===== src/rtl/crossbar_switch_alloc3.sv =====
// Per-output switch allocator for a 3x3 crossbar: round-robin arbitration,
// packet locking from head to tail, combinational grants and select lines.
module crossbar_switch_alloc3 #(
  parameter int unsigned p_nbits = 32
) (
  input  logic       clk,
  input  logic       reset_n,
  input  logic       domain,
  input  logic       req_val0,
  input  logic       req_val1,
  input  logic       req_val2,
  input  logic [1:0] req_dest0,
  input  logic [1:0] req_dest1,
  input  logic [1:0] req_dest2,
  input  logic       req_tail0,
  input  logic       req_tail1,
  input  logic       req_tail2,
  output logic       grant0,
  output logic       grant1,
  output logic       grant2,
  input  logic       out_rdy0,
  input  logic       out_rdy1,
  input  logic       out_rdy2,
  output logic       out_val0,
  output logic       out_val1,
  output logic       out_val2,
  output logic [1:0] sel0,
  output logic [1:0] sel1,
  output logic [1:0] sel2
);

  localparam int unsigned NP = 3;
  localparam int unsigned IW = 2;

  typedef enum logic {
    IDLE = 1'b0,
    BUSY = 1'b1
  } state_t;

  // Flit width and security label do not influence allocation.
  logic unused_sink;
  assign unused_sink = &{1'b0, domain, 32'(p_nbits)};

  logic [NP-1:0] val;
  logic [NP-1:0] tail;
  logic [NP-1:0] rdy;
  logic [IW-1:0] dest [NP];

  assign val     = {req_val2, req_val1, req_val0};
  assign tail    = {req_tail2, req_tail1, req_tail0};
  assign rdy     = {out_rdy2, out_rdy1, out_rdy0};
  assign dest[0] = req_dest0;
  assign dest[1] = req_dest1;
  assign dest[2] = req_dest2;

  state_t        state_q [NP];
  state_t        state_d [NP];
  logic [IW-1:0] own_q   [NP];
  logic [IW-1:0] own_d   [NP];
  logic [IW-1:0] ptr_q   [NP];
  logic [IW-1:0] ptr_d   [NP];

  logic [NP-1:0] gnt [NP];   // gnt[j][i]: output j grants input i
  logic [NP-1:0] oval;
  logic [IW-1:0] sel [NP];
  logic [NP-1:0] grant_v;

  logic          found;
  logic [IW-1:0] win;
  logic [IW-1:0] idx;

  // Sum of an index and an offset, reduced modulo 3 (inputs never exceed 4).
  function automatic logic [IW-1:0] wrap3(input logic [2:0] s);
    return (s >= 3'd3) ? IW'(s - 3'd3) : IW'(s);
  endfunction

  // Per-output state: FSM, packet owner and round-robin pointer.
  always_ff @(posedge clk or negedge reset_n) begin
    if (!reset_n) begin
      for (int j = 0; j < NP; j++) begin
        state_q[j] <= IDLE;
        own_q[j]   <= '0;
        ptr_q[j]   <= '0;
      end
    end else begin
      for (int j = 0; j < NP; j++) begin
        state_q[j] <= state_d[j];
        own_q[j]   <= own_d[j];
        ptr_q[j]   <= ptr_d[j];
      end
    end
  end

  // Arbitration, lock tracking, next state and per-output grants.
  always_comb begin
    found   = 1'b0;
    win     = '0;
    idx     = '0;
    grant_v = '0;
    for (int j = 0; j < NP; j++) begin
      state_d[j] = state_q[j];
      own_d[j]   = own_q[j];
      ptr_d[j]   = ptr_q[j];
      sel[j]     = '0;
      oval[j]    = 1'b0;
      gnt[j]     = '0;
    end

    for (int j = 0; j < NP; j++) begin
      // Scan from lowest priority upward so the highest-priority requester wins.
      found = 1'b0;
      win   = '0;
      for (int k = NP - 1; k >= 0; k--) begin
        idx = wrap3(3'(ptr_q[j]) + 3'(k));
        if (val[idx] && (dest[idx] == IW'(j))) begin
          found = 1'b1;
          win   = idx;
        end
      end

      case (state_q[j])
        IDLE: begin
          if (found) begin
            sel[j]      = win;
            oval[j]     = 1'b1;
            gnt[j][win] = rdy[j];
            if (rdy[j]) begin
              ptr_d[j] = wrap3(3'(win) + 3'd1);
              if (!tail[win]) begin
                state_d[j] = BUSY;
                own_d[j]   = win;
              end
            end
          end
        end
        BUSY: begin
          // A misrouted owner leaves the output stalled until reset.
          sel[j]  = own_q[j];
          oval[j] = val[own_q[j]] && (dest[own_q[j]] == IW'(j));
          if (oval[j] && rdy[j]) begin
            gnt[j][own_q[j]] = 1'b1;
            if (tail[own_q[j]]) begin
              state_d[j] = IDLE;
            end
          end
        end
        default: state_d[j] = IDLE;
      endcase
    end

    for (int j = 0; j < NP; j++) begin
      grant_v = grant_v | gnt[j];
    end
  end

  // Outputs are held at zero for as long as reset is asserted.
  assign grant0   = reset_n & grant_v[0];
  assign grant1   = reset_n & grant_v[1];
  assign grant2   = reset_n & grant_v[2];
  assign out_val0 = reset_n & oval[0];
  assign out_val1 = reset_n & oval[1];
  assign out_val2 = reset_n & oval[2];
  assign sel0     = reset_n ? sel[0] : '0;
  assign sel1     = reset_n ? sel[1] : '0;
  assign sel2     = reset_n ? sel[2] : '0;

endmodule


===== config.mk =====
export PLATFORM = sky130hd
export DESIGN_NAME = crossbar_switch_alloc3
export DESIGN_NICKNAME = d
export VERILOG_FILES = /design/src/rtl/crossbar_switch_alloc3.sv
export SDC_FILE = /design/constraint.sdc
export NUM_CORES = 1
export LEC_CHECK = 0
export ABC_AREA = 1
export BUFFER_PORTS_ARGS = -buffer_cell sky130_fd_sc_hd__clkbuf_2
export CORE_AREA = 2 2 65 67
export DETAILED_ROUTE_END_ITERATION = 8
export DIE_AREA = 0 0 67 69
export PLACE_DENSITY = 0.74
export SLEW_MARGIN = 0
export SYNTH_ARGS = -nofsm -noshare
export SYNTH_HDL_FRONTEND = slang
export SYNTH_SLANG_ARGS = --single-unit

===== constraint.sdc =====
create_clock -name clk -period 2.7 [get_ports clk]
set_input_delay 0.135 -clock clk [delete_from_list [all_inputs] [get_ports clk]]
set_output_delay 0.135 -clock clk [all_outputs]
set_load 0.05 [all_outputs]

==> results by group, run 1 <==
Cells and area
  • Multi-input logic area: approximately 1600 µm²
  • Reg area: ~380 µm²
  • Non-Filler Instances: 426
  • Area grow syn2layout: 19.8%
  • Nets: between 400 and 500
  • # fillers: a little over 400
  • Diodes inserted: 0
  • Layout cell share with drive strength beyond 1: 0.285

STA
  • Slew HR: 0.805
  • Tcrit/Tclk final: 0.974
  • RSZ-0062 raised after global routing: yes
  • Worst-margin pin slew: about 0.3 ns
  • Setup TNS: 0 ns
  • Setup Viol. Count Final: 0
  • Setup clock skew after layout: ~0.00049 ns
  • Final hold violation count: 0
  • Minimum clock period: about 2.6 ns
  • Max Slew Vio Count: 0
  • Max Clock Freq: around 0.38 GHz

Global routing
  • Grt total ovfl: 0
  • Global-route wire length before repair: slightly below 9000 µm
  • GR Util All Layers: 0.237
  • Initial antenna violation count: 0
  • Largest net degree at the start of global routing: 14
  • Number of global-route vias before repair: ~2,000

Drt
  • DRT Pass-1 Iters: 5
  • DR iter-0 viols: roughly 170
  • WL/cell: 12.6 µm
  • Final ANT Viol Nets: 0
  • Vias after detailed routing: 2,304
  • DRC Markers: 0
  • Final wirelength: roughly 5400 µm
  • Via density: 5.41

Placement
  • DPL Wire Length: around 4300 µm
  • Post-Place Cells: just over 400
  • Port bufs: 28
  • RePlAce Congestion: 0.938

Setup path
  • R2R Setup Slk: between 0.6 and 0.7 ns
  • Slowest cell delay on critical path: around 0.4 ns
  • CP Launch Type: flip-flop
  • CP Data Arrival Time: around 2.5 ns
  • Crit-path cells: inv_2 > ha_4 > inv_2 > nand2_1 > nand3_2 > nand2_2 > nand2_1 > nand3_2 > nand2_4 > buf_4 > ha_1 > nand2_1 > nand3_1 > nor2_1 > nor2_1 > clkbuf_4
  • CP most frequent cell: nand2_1
  • CP top delay family: simple AND/OR/NAND/NOR gates
  • Critical path required time: around 2.6 ns
  • CP Max Fanout: 5
  • CP endpoint kind: output pin
  • Slowest cell on crit path: dfrtp_1
  • Critical path class: reg -> out
  • CP bufs+invs: 4
  • R2r endpoint: ptr_q[1]
  • Worst R2R Path Depth: 14
  • Critical R2R Launch: ptr_q[0]

Clocking
  • CTS tree: built
  • Clk_lat worst skew: 0.25 ns
  • Clk root buf: clkbuf_8
  • Reg clk slew, reported paths: approximately 0.06 ns
  • Bufs on Longest Clock Path: 2
  • CTS buffer count: 3
  • # clock sinks: 15
  • H-tree level count: 1

Run
  • Max-Cap Viols: 0

Run status
  • Status: complete, no violations

Hold path
  • Hold endpoint: state_q[1]
  • Hold crit path type: in -> reg
  • Hold Path Cell Cnt: 4
  • Critical hold path startpoint: req_tail0

Floorplan
  • FP Rows: 23
  • Die Span Y: slightly below 70 µm
  • Core footprint: 3910 µm²
  • Starting Density: 0.525
  • DIE WIDTH: ~67 µm
  • I/O pins: 30
  • Total die area: 4620 µm²

Logic synthesis
  • Synth cell types: 30
  • Yosys reg bits: 15
  • Yosys warns: 0
  • Sequential element share of the synthesized area: 0.183
  • Post-Syn Area: between 2000 and 2500 µm²
  • Net count after synthesis: roughly 370
  • Synthesized instance count: around 340
  • Syn Area/Cell: 6.12 µm²

Pwr
  • Maximum VDD drop: a little under 0.6 mV
  • Lkg Pwr: 1.34 nW
  • PD cells: between 1000 and 1500 nW/µm²
registers in the layout (all words and copies together), names as in the netlist:
| signal | cells |
|---|---|
| state_q | 3 |
| own_q | 6 |
| ptr_q | 6 |
area by class of cell:
cell class | instances | area share
well taps | 50 | 0.0254
clock buffers | 4 | 0.0183
inverters | 55 | 0.0838
repair buffers | 37 | 0.0899
flip-flops and latches | 15 | 0.152
multi-input cells | 265 | 0.630
metrics by stage:
step	hold WS, ns	util	area (µm²)	setup slack (ns)	total power, W
after floorplan	-0.161	-	2060	0.0649	0.00205
after global placement	-0.00197	0.578	2260	0.237	0.00242
after detailed placement	-0.00228	0.578	2260	0.197	0.00246
after CTS	0.253	0.603	2360	0.000913	0.00270
after global routing	0.271	0.629	2460	-0.0509	0.00323
final	0.257	0.629	2460	0.0695	0.00295
layer usage:
layer	share of wire	track usage	wire, µm
met5	0	0	0
met4	0.023	0.0703	125
met3	0.058	0.0408	311
met2	0.47	0.389	2520
met1	0.45	0.313	2410
report_power, final:
group | internal, W | total (W) | switching, W
clock | 0.000105 | 0.000185 | 0.0000809
sequential | 0.000318 | 0.000438 | 0.000120
combinational | 0.000788 | 0.00233 | 0.00154
cell usage in the layout, fill, tap and decap left out, drive strengths merged, types with 5 or more instances in the layout:
| master | count |
|---|---|
| o21ai | 19 |
| a21oi | 5 |
| nor3 | 6 |
| nand2 | 104 |
| nand4 | 9 |
| ha | 15 |
| nand3 | 56 |
| nor2 | 37 |
| inv | 54 |
| clkbuf | 30 |
| buf | 10 |
| dfrtp | 15 |
synthesized netlist by cell type:
cell type	number	area share
a211oi_1	3	0.011
a21oi_1	4	0.0097
a21oi_4	1	0.0079
a31oi_1	1	0.0030
and2_1	1	0.0030
clkbuf_1	1	0.0018
clkinv_1	1	0.0018
dfrtp_1	15	0.18
ha_1	15	0.091
inv_1	41	0.075
inv_2	13	0.024
nand2_1	92	0.17
nand2_2	12	0.037
nand3_1	39	0.095
nand3_2	16	0.078
nand3_4	1	0.0085
nand3b_1	2	0.0073
nand3b_4	1	0.0097
nand4_1	9	0.027
nor2_1	34	0.062
nor2_2	2	0.0061
nor2_4	1	0.0055
nor3_1	6	0.015
nor3b_1	1	0.0037
o211ai_1	3	0.011
o21a_1	1	0.0037
o21ai_0	15	0.037
o21ai_1	3	0.0073
o21ai_2	1	0.0043
o221ai_1	1	0.0043
logic make-up (layout without fill, tap and decap cells):
group,Yosys count,after routing,share of synthesized area
and+or+nand+nor,217,217,0.525
AOI/OAI and AO/OA,33,33,0.0986
buffers and inverters,56,96,0.102
DFF,15,15,0.183
adders and majority gates,15,15,0.0913
worst min-delay path: stages:
cell	delay (ns)
clkbuf_2	0.09
nand2_1	0.06
a31oi_1	0.08
o21ai_1	0.10
how the worst max path moves through the flow:
stage / slack (ns) / cells after the start / to / from
after floorplan: 0.06 / 8 / sel2[1] / ptr_q[0]
after global placement: 0.24 / 15 / grant0 / ptr_q[0]
after detailed placement: 0.20 / 15 / grant0 / ptr_q[0]
after CTS: 0.0009 / 14 / grant2 / ptr_q[2]
after global routing: -0.05 / 19 / grant0 / ptr_q[0]
final: 0.07 / 16 / grant1 / ptr_q[0]
what timing repair did:
action	in CTS	in global routing
resized for setup	8	24
pin swaps	0	7
hold endpoints to repair	5	0
hold buffers	1	0
setup buffers	0	7
setup endpoints to repair	3	3
gates cloned	0	0
(Power assumes the default switching activity.)
==> inputs of run 2 (changes only) <==
--- a/config.mk
+++ b/config.mk
@@ -11,6 +11,7 @@
 export DETAILED_ROUTE_END_ITERATION = 8
 export DIE_AREA = 0 0 67 69
 export PLACE_DENSITY = 0.74
+export REMOVE_ABC_BUFFERS = 1
 export SLEW_MARGIN = 0
 export SYNTH_ARGS = -nofsm -noshare
 export SYNTH_HDL_FRONTEND = slang
==> run 2 against run 1 <==
Compared with the run above: cell count is the same; hold slack gained 0.0075 ns; largest cell class unchanged; register-to-register slack gained 0.05 ns; global-route usage grew 0.42 points; die area is the same; utilization is essentially flat; clock skew is essentially flat.
==> results by group, run 2 (synthesized netlist as in run 1, its figures left out) <==
Global routing
  • Global-route wire length before repair: 8970 µm (+2.7%)
  • GR Util All Layers: 0.241 (+0.00422)
  • Largest net degree at the start of global routing: 14 (unchanged)
  • Number of global-route vias before repair: 2,090 (+1.4%)
  • Initial antenna violation count: 0 (unchanged)
  • Grt total ovfl: 0 (unchanged)

STA
  • RSZ-0062 raised after global routing: yes
  • Tcrit/Tclk final: 0.965 (-0.00951)
  • Worst-margin pin slew: 0.284 ns (-0.00911 ns)
  • Setup Viol. Count Final: 0 (unchanged)
  • Max Slew Vio Count: 0 (unchanged)
  • Final hold violation count: 0 (unchanged)
  • Setup clock skew after layout: 0.000651 ns (+0.000161 ns)
  • Max Clock Freq: 0.384 GHz (+0.99%)
  • Minimum clock period: 2.60 ns (-0.0257 ns)
  • Slew HR: 0.811 (+0.00607)
  • Final Worst Setup Slack: 0.0952 ns (+0.0257 ns)

Drt
  • DRC Markers: 0 (unchanged)
  • Final wirelength: 5570 µm (+3.9%)
  • WL/cell: 13.1 µm (+3.9%)
  • Via density: 5.43 (+0.43%)
  • Final ANT Viol Nets: 0 (unchanged)
  • Vias after detailed routing: 2,314 (+0.43%)
  • DRT Pass-1 Iters: 4 (-1)
  • DR iter-0 viols: 196 (+19%)

Cells and area
  • # fillers: 380 (-8.4%)
  • Non-Filler Instances: 426 (unchanged)
  • Util after Layout: 0.629 (about the same)
  • Commonest cells after routing, fill and taps aside: 90 x nand2_1, 36 x nand3_1, 34 x inv_1, 33 x nor2_1, 25 x clkbuf_2
  • Area grow syn2layout: 19.8% (about the same)
  • Commonest non-fill, non-tap cell in the layout: nand2_1
  • Multi-input logic area: 1550 µm² (-0.32%)
  • Diodes inserted: 0 (unchanged)
  • Nets: 410 (unchanged)
  • Reg area: 377 µm² (+0.33%)
  • Biggest regs: own_q (6), ptr_q (6), state_q (3)
  • Layout cell share with drive strength beyond 1: 0.279 (-0.00532)

Setup path
  • CP endpoint kind: output pin
  • CP Max Fanout: 6 (+1)
  • R2R Setup Slk: 0.71 ns (+0.05 ns)
  • CP Launch Type: flip-flop
  • CP Data Arrival Time: 2.47 ns (-0.03 ns)
  • CP most frequent cell: nand2_1
  • CP bufs+invs: 5 (+1)
  • Slowest cell delay on critical path: 0.42 ns (+0.02 ns)
  • Critical path class: reg -> out
  • Crit-path cells: ha_4 > inv_2 > nand2_1 > nand3_2 > nand2_2 > inv_1 > nand2_1 > nand3_2 > nand2_4 > inv_2 > ha_1 > nand3_2 > nand2_1 > inv_1 > nand2_1 > nor2_1 > nor2_1 > clkbuf_8
  • Critical path required time: 2.57 ns (about the same)
  • CP top delay family: simple AND/OR/NAND/NOR gates
  • Slowest cell on crit path: dfrtp_1

Pwr
  • PD cells: 1200 nW/µm² (about the same)
  • Maximum VDD drop: 0.680 mV (+16%)
  • Lkg Pwr: 1.34 nW (about the same)

Clocking
  • Clk root buf: clkbuf_8
  • Clk_lat worst skew: 0.25 ns (about the same)
  • Bufs on Longest Clock Path: 2 (unchanged)
  • CTS buffer count: 3 (unchanged)
  • # clock sinks: 15 (unchanged)
  • Reg clk slew, reported paths: 0.06 ns (about the same)
  • H-tree level count: 1 (unchanged)
  • CTS tree: built

Run status
  • Status: complete, no violations

Floorplan
  • FP Rows: 23 (unchanged)
  • Starting Density: 0.525 (unchanged)
  • I/O pins: 30 (unchanged)
  • DIE WIDTH: 67 µm (unchanged)
  • Die Span Y: 69 µm (unchanged)
  • Core footprint: 3910 µm² (unchanged)
  • Total die area: 4620 µm² (unchanged)

Run
  • Max-Cap Viols: 0 (unchanged)

Placement
  • RePlAce Congestion: 0.955 (+1.8%)
  • DPL Wire Length: 4280 µm (+0.56%)
  • Port bufs: 28 (unchanged)
  • Post-Place Cells: 414 (unchanged)
  • Pre-CTS setup slack: 0.193 ns (-0.00399 ns)

Hold path
  • Hold crit path type: in -> reg
run 2: layout make-up:
class | instances | area share
repair buffers | 37 | 0.0910
flip-flops and latches | 15 | 0.153
well taps | 50 | 0.0254
clock buffers | 4 | 0.0183
multi-input cells | 265 | 0.629
inverters | 55 | 0.0838
run 2: timing repair:
| action | 4_1_cts | 5_1_grt |
|---|---|---|
| endpoints found under the hold margin | 5 | 0 |
| gates resized for setup | 5 | 23 |
| cloned | 0 | 0 |
| hold buffers | 1 | 0 |
| setup endpoints to repair | 2 | 3 |
| buffers inserted | 0 | 7 |
| pin swaps | 0 | 6 |
run 2: worst paths after layout:
check,start,to,depth (start not counted)
worst max-delay path,ptr_q[1],grant0,18
worst max register to register,ptr_q[1],own_q[0],15
max in group asynchronous,reset_n,ptr_q[1],3
min in group asynchronous,reset_n,own_q[3],2
worst min-delay path,req_tail0,state_q[1],4
worst min register to register,own_q[0],own_q[0],2
run 2: layer usage:
metal / share of wire / GRT usage / wire length (µm)
met4: 0.013 / 0.0567 / 72
met5: 0 / 0 / 0
met2: 0.49 / 0.396 / 2740
met1: 0.45 / 0.324 / 2480
met3: 0.050 / 0.0440 / 278
run 2: power breakdown:
group          internal [W]  leakage (nW)  switching, W
combinational      0.000786          1.13       0.00154
sequential         0.000319         0.187      0.000119
clock              0.000105        0.0228     0.0000805
run 2: worst reg2reg max path, stage by stage, from the launching register on:
cell and delay (ns):
dfrtp_1 0.42, ha_4 0.31, inv_2 0.05, nand2_1 0.08
nand3_2 0.08, nand2_2 0.08, inv_1 0.06, nand2_1 0.08
nand3_2 0.12, nand2_4 0.14, buf_4 0.12, nand2_1 0.05
nand3_2 0.09, nand3_2 0.09, nand2_1 0.07, nand2_1 0.05
run 2: stage by stage:
stage	setup TNS, ns	hold slack (ns)	power [W]	instance area [µm²]
finish	0	0.264	0.00295	2460
global route	-0.0735	0.280	0.00323	2460
CTS	0	0.262	0.00268	2330
detailed placement	0	-0.00267	0.00246	2260
global placement	0	-0.00185	0.00242	2260
floorplan	0	-0.161	0.00205	2050
==> inputs of run 3 (changes only) <==
--- a/config.mk
+++ b/config.mk
@@ -7,10 +7,10 @@
 export LEC_CHECK = 0
 export ABC_AREA = 1
 export BUFFER_PORTS_ARGS = -buffer_cell sky130_fd_sc_hd__clkbuf_2
-export CORE_AREA = 2 2 65 67
+export CORE_AREA = 2 2 68 70
 export DETAILED_ROUTE_END_ITERATION = 8
-export DIE_AREA = 0 0 67 69
-export PLACE_DENSITY = 0.74
+export DIE_AREA = 0 0 70 72
+export PLACE_DENSITY = 0.69
 export REMOVE_ABC_BUFFERS = 1
 export SLEW_MARGIN = 0
 export SYNTH_ARGS = -nofsm -noshare
==> run 3 against run 2 <==
Compared with the run above: power fell by 2.6%; final area down 1.2%; clock power increased by 3%; critical endpoint unchanged; sequential power is 1% lower; setup slack gained 0.044 ns; sequential share of layout area up 0.13 points; critical path depth fell by 1; cell count is the same.
==> results by group, run 3 (synthesized netlist as in run 1, its figures left out) <==
Run status
  • Status: complete, no violations

Drt
  • DRC Markers: 0 (unchanged)
  • Via density: 5.34 (-1.8%)
  • WL/cell: 12.4 µm (-5.0%)
  • Final wirelength: 5300 µm (-5.0%)
  • DR iter-0 viols: 135 (-31%)
  • Final ANT Viol Nets: 0 (unchanged)
  • Vias after detailed routing: 2,273 (-1.8%)
  • DRT Pass-1 Iters: 4 (unchanged)

Setup path
  • Slowest cell delay on critical path: 0.42 ns (about the same)
  • CP Data Arrival Time: 2.43 ns (-0.04 ns)
  • Critical path class: reg -> out
  • CP Launch Type: flip-flop
  • Worst Setup SP: ptr_q[1]
  • CP most frequent cell: inv_1
  • CP Max Fanout: 4 (-2)
  • Critical path required time: 2.57 ns (about the same)
  • Critical R2R Launch: ptr_q[1]
  • Crit-path cells: inv_1 > ha_4 > inv_1 > nand3_2 > nand2_2 > nor2_4 > nand3_2 > nand2_4 > inv_2 > ha_1 > nand3_1 > nand2_1 > inv_1 > nand2_1 > nor2_1 > nor2_1 > buf_6
  • Slowest cell on crit path: dfrtp_1
  • CP endpoint kind: output pin

Pwr
  • Sequential fraction of design power: 0.151 (+0.003)
  • Psw: 0.00170 W (-2.4%)
  • Combinational share of power: 0.783 (-0.006)
  • Maximum VDD drop: 0.733 mV (+7.9%)
  • Clock power share: 0.067 (+0.004)
  • Lkg Pwr: 1.33 nW (-0.59%)
  • P_int: 0.00118 W (-2.8%)
  • Switching Share: 0.591 (+0.00100)
  • PD cells: 1180 nW/µm² (-1.4%)

Hold path
  • Hold crit path type: in -> reg
  • Critical hold path startpoint: out_rdy1

Global routing
  • Largest net degree at the start of global routing: 13 (-1)
  • Number of global-route vias before repair: 1,974 (-5.6%)
  • Initial antenna violation count: 0 (unchanged)
  • Grt total ovfl: 0 (unchanged)
  • Global-route wire length before repair: 8510 µm (-5.1%)
  • GR Util All Layers: 0.207 (-0.0344)

STA
  • Tcrit/Tclk final: 0.948 (-0.0164)
  • RSZ-0062 raised after global routing: yes
  • Max Slew Vio Count: 0 (unchanged)
  • Slew HR: 0.803 (-0.00744)
  • Worst-margin pin slew: 0.295 ns (+0.0112 ns)
  • Setup Viol. Count Final: 0 (unchanged)
  • Final hold violation count: 0 (unchanged)
  • Setup clock skew after layout: 0.00234 ns (+0.00169 ns)
  • Min Hold Slack: 0.270 ns (+0.00543 ns)
  • Setup TNS: 0 ns (unchanged)
  • Minimum clock period: 2.56 ns (-0.0442 ns)
  • Max Clock Freq: 0.391 GHz (+1.7%)

Clocking
  • Clk root buf: clkbuf_8
  • # clock sinks: 15 (unchanged)
  • H-tree level count: 1 (unchanged)
  • Clk_lat worst skew: 0.25 ns (about the same)
  • CTS buffer count: 3 (unchanged)
  • Reg clk slew, reported paths: 0.07 ns (about the same)
  • CTS tree: built
  • Bufs on Longest Clock Path: 2 (unchanged)

Floorplan
  • Total die area: 5040 µm² (+9.0%)
  • I/O pins: 30 (unchanged)
  • Core footprint: 4260 µm² (+9.0%)
  • Die Span Y: 72 µm (+4.3%)
  • Starting Density: 0.482 (-0.0432)
  • DIE WIDTH: 70 µm (+4.5%)
  • FP Rows: 24 (+4.3%)

Cells and area
  • Util after Layout: 0.571 (-0.0584)
  • Reg area: 375 µm² (-0.33%)
  • Commonest non-fill, non-tap cell in the layout: nand2_1
  • Commonest cells after routing, fill and taps aside: 91 x nand2_1, 37 x inv_1, 37 x nand3_1, 34 x nor2_1, 25 x clkbuf_2
  • Layout cell share with drive strength beyond 1: 0.257 (-0.0226)
  • Multi-input logic area: 1540 µm² (-0.65%)
  • # fillers: 430 (+13%)
  • Diodes inserted: 0 (unchanged)
  • Biggest regs: own_q (6), ptr_q (6), state_q (3)
  • Area grow syn2layout: 18.4%
  • Nets: 408 (-0.49%)

Placement
  • DPL Wire Length: 4240 µm (-1.0%)
  • RePlAce Congestion: 0.900 (-5.8%)
  • Port bufs: 28 (unchanged)

Run
  • Max-Cap Viols: 0 (unchanged)
run 3: final cells by class:
type	count	share of cell area
multi-input combinational	265	0.632
tap	52	0.0267
clock buffer	4	0.0185
inverter	55	0.0848
timing repair buffer	35	0.0838
sequential	15	0.154
run 3: timing repair:
action                                  in CTS  in global routing
hold endpoints to repair                     7                  0
buffers inserted                             0                  5
endpoints found under the setup margin       2                  3
hold buffers                                 1                  0
pin swaps                                    0                  3
gates resized for setup                      3                 18
run 3: critical path, delay by kind of cell (launching register included):
kind,cells,cell delay [ns]
AND/OR/NAND/NOR,10,0.93
adder cells (fa/ha/maj),2,0.35
flip-flops,1,0.42
buffers and inverters,5,0.48
run 3: metal layers:
metal  track usage  routed length [µm]
met2         0.363                2550
met4        0.0491                  89
met1         0.262                2410
met3        0.0444                 248
met5             0                   0
run 3: through the flow:
| step | setup WS, ns | cell area [µm²] | total power (W) | instances |
|---|---|---|---|---|
| 5_1_grt | -0.0354 | 2430 | 0.00315 | 426 |
| 2_1_floorplan | 0.0649 | 2050 | 0.00205 | 335 |
| 3_5_place_dp | 0.231 | 2260 | 0.00245 | 416 |
| 6_report | 0.139 | 2430 | 0.00287 | 426 |
| 3_3_place_gp | 0.264 | 2260 | 0.00244 | 416 |
| 4_1_cts | 0.00496 | 2330 | 0.00266 | 421 |
run 3: path summary, 6_finish.rpt:
path / endpoint / slack, ns / depth (start not counted)
max: grant0 / 0.14 / 17
min: ptr_q[3] / 0.27 / 3
max reg2reg: ptr_q[0] / 0.74 / 12
min reg2reg: own_q[0] / 0.52 / 2
max in group asynchronous: state_q[0] / 1.97 / 3
min in group asynchronous: ptr_q[5] / 0.29 / 2
run 3: power by group through the flow:
stage               Clock (W)  Combinational (W)  Sequential [W]
global route         0.000208            0.00250        0.000446
finish               0.000191            0.00225        0.000433
global placement            0            0.00201        0.000427
CTS                  0.000193            0.00204        0.000425
floorplan                   0            0.00165        0.000399
detailed placement          0            0.00202        0.000429
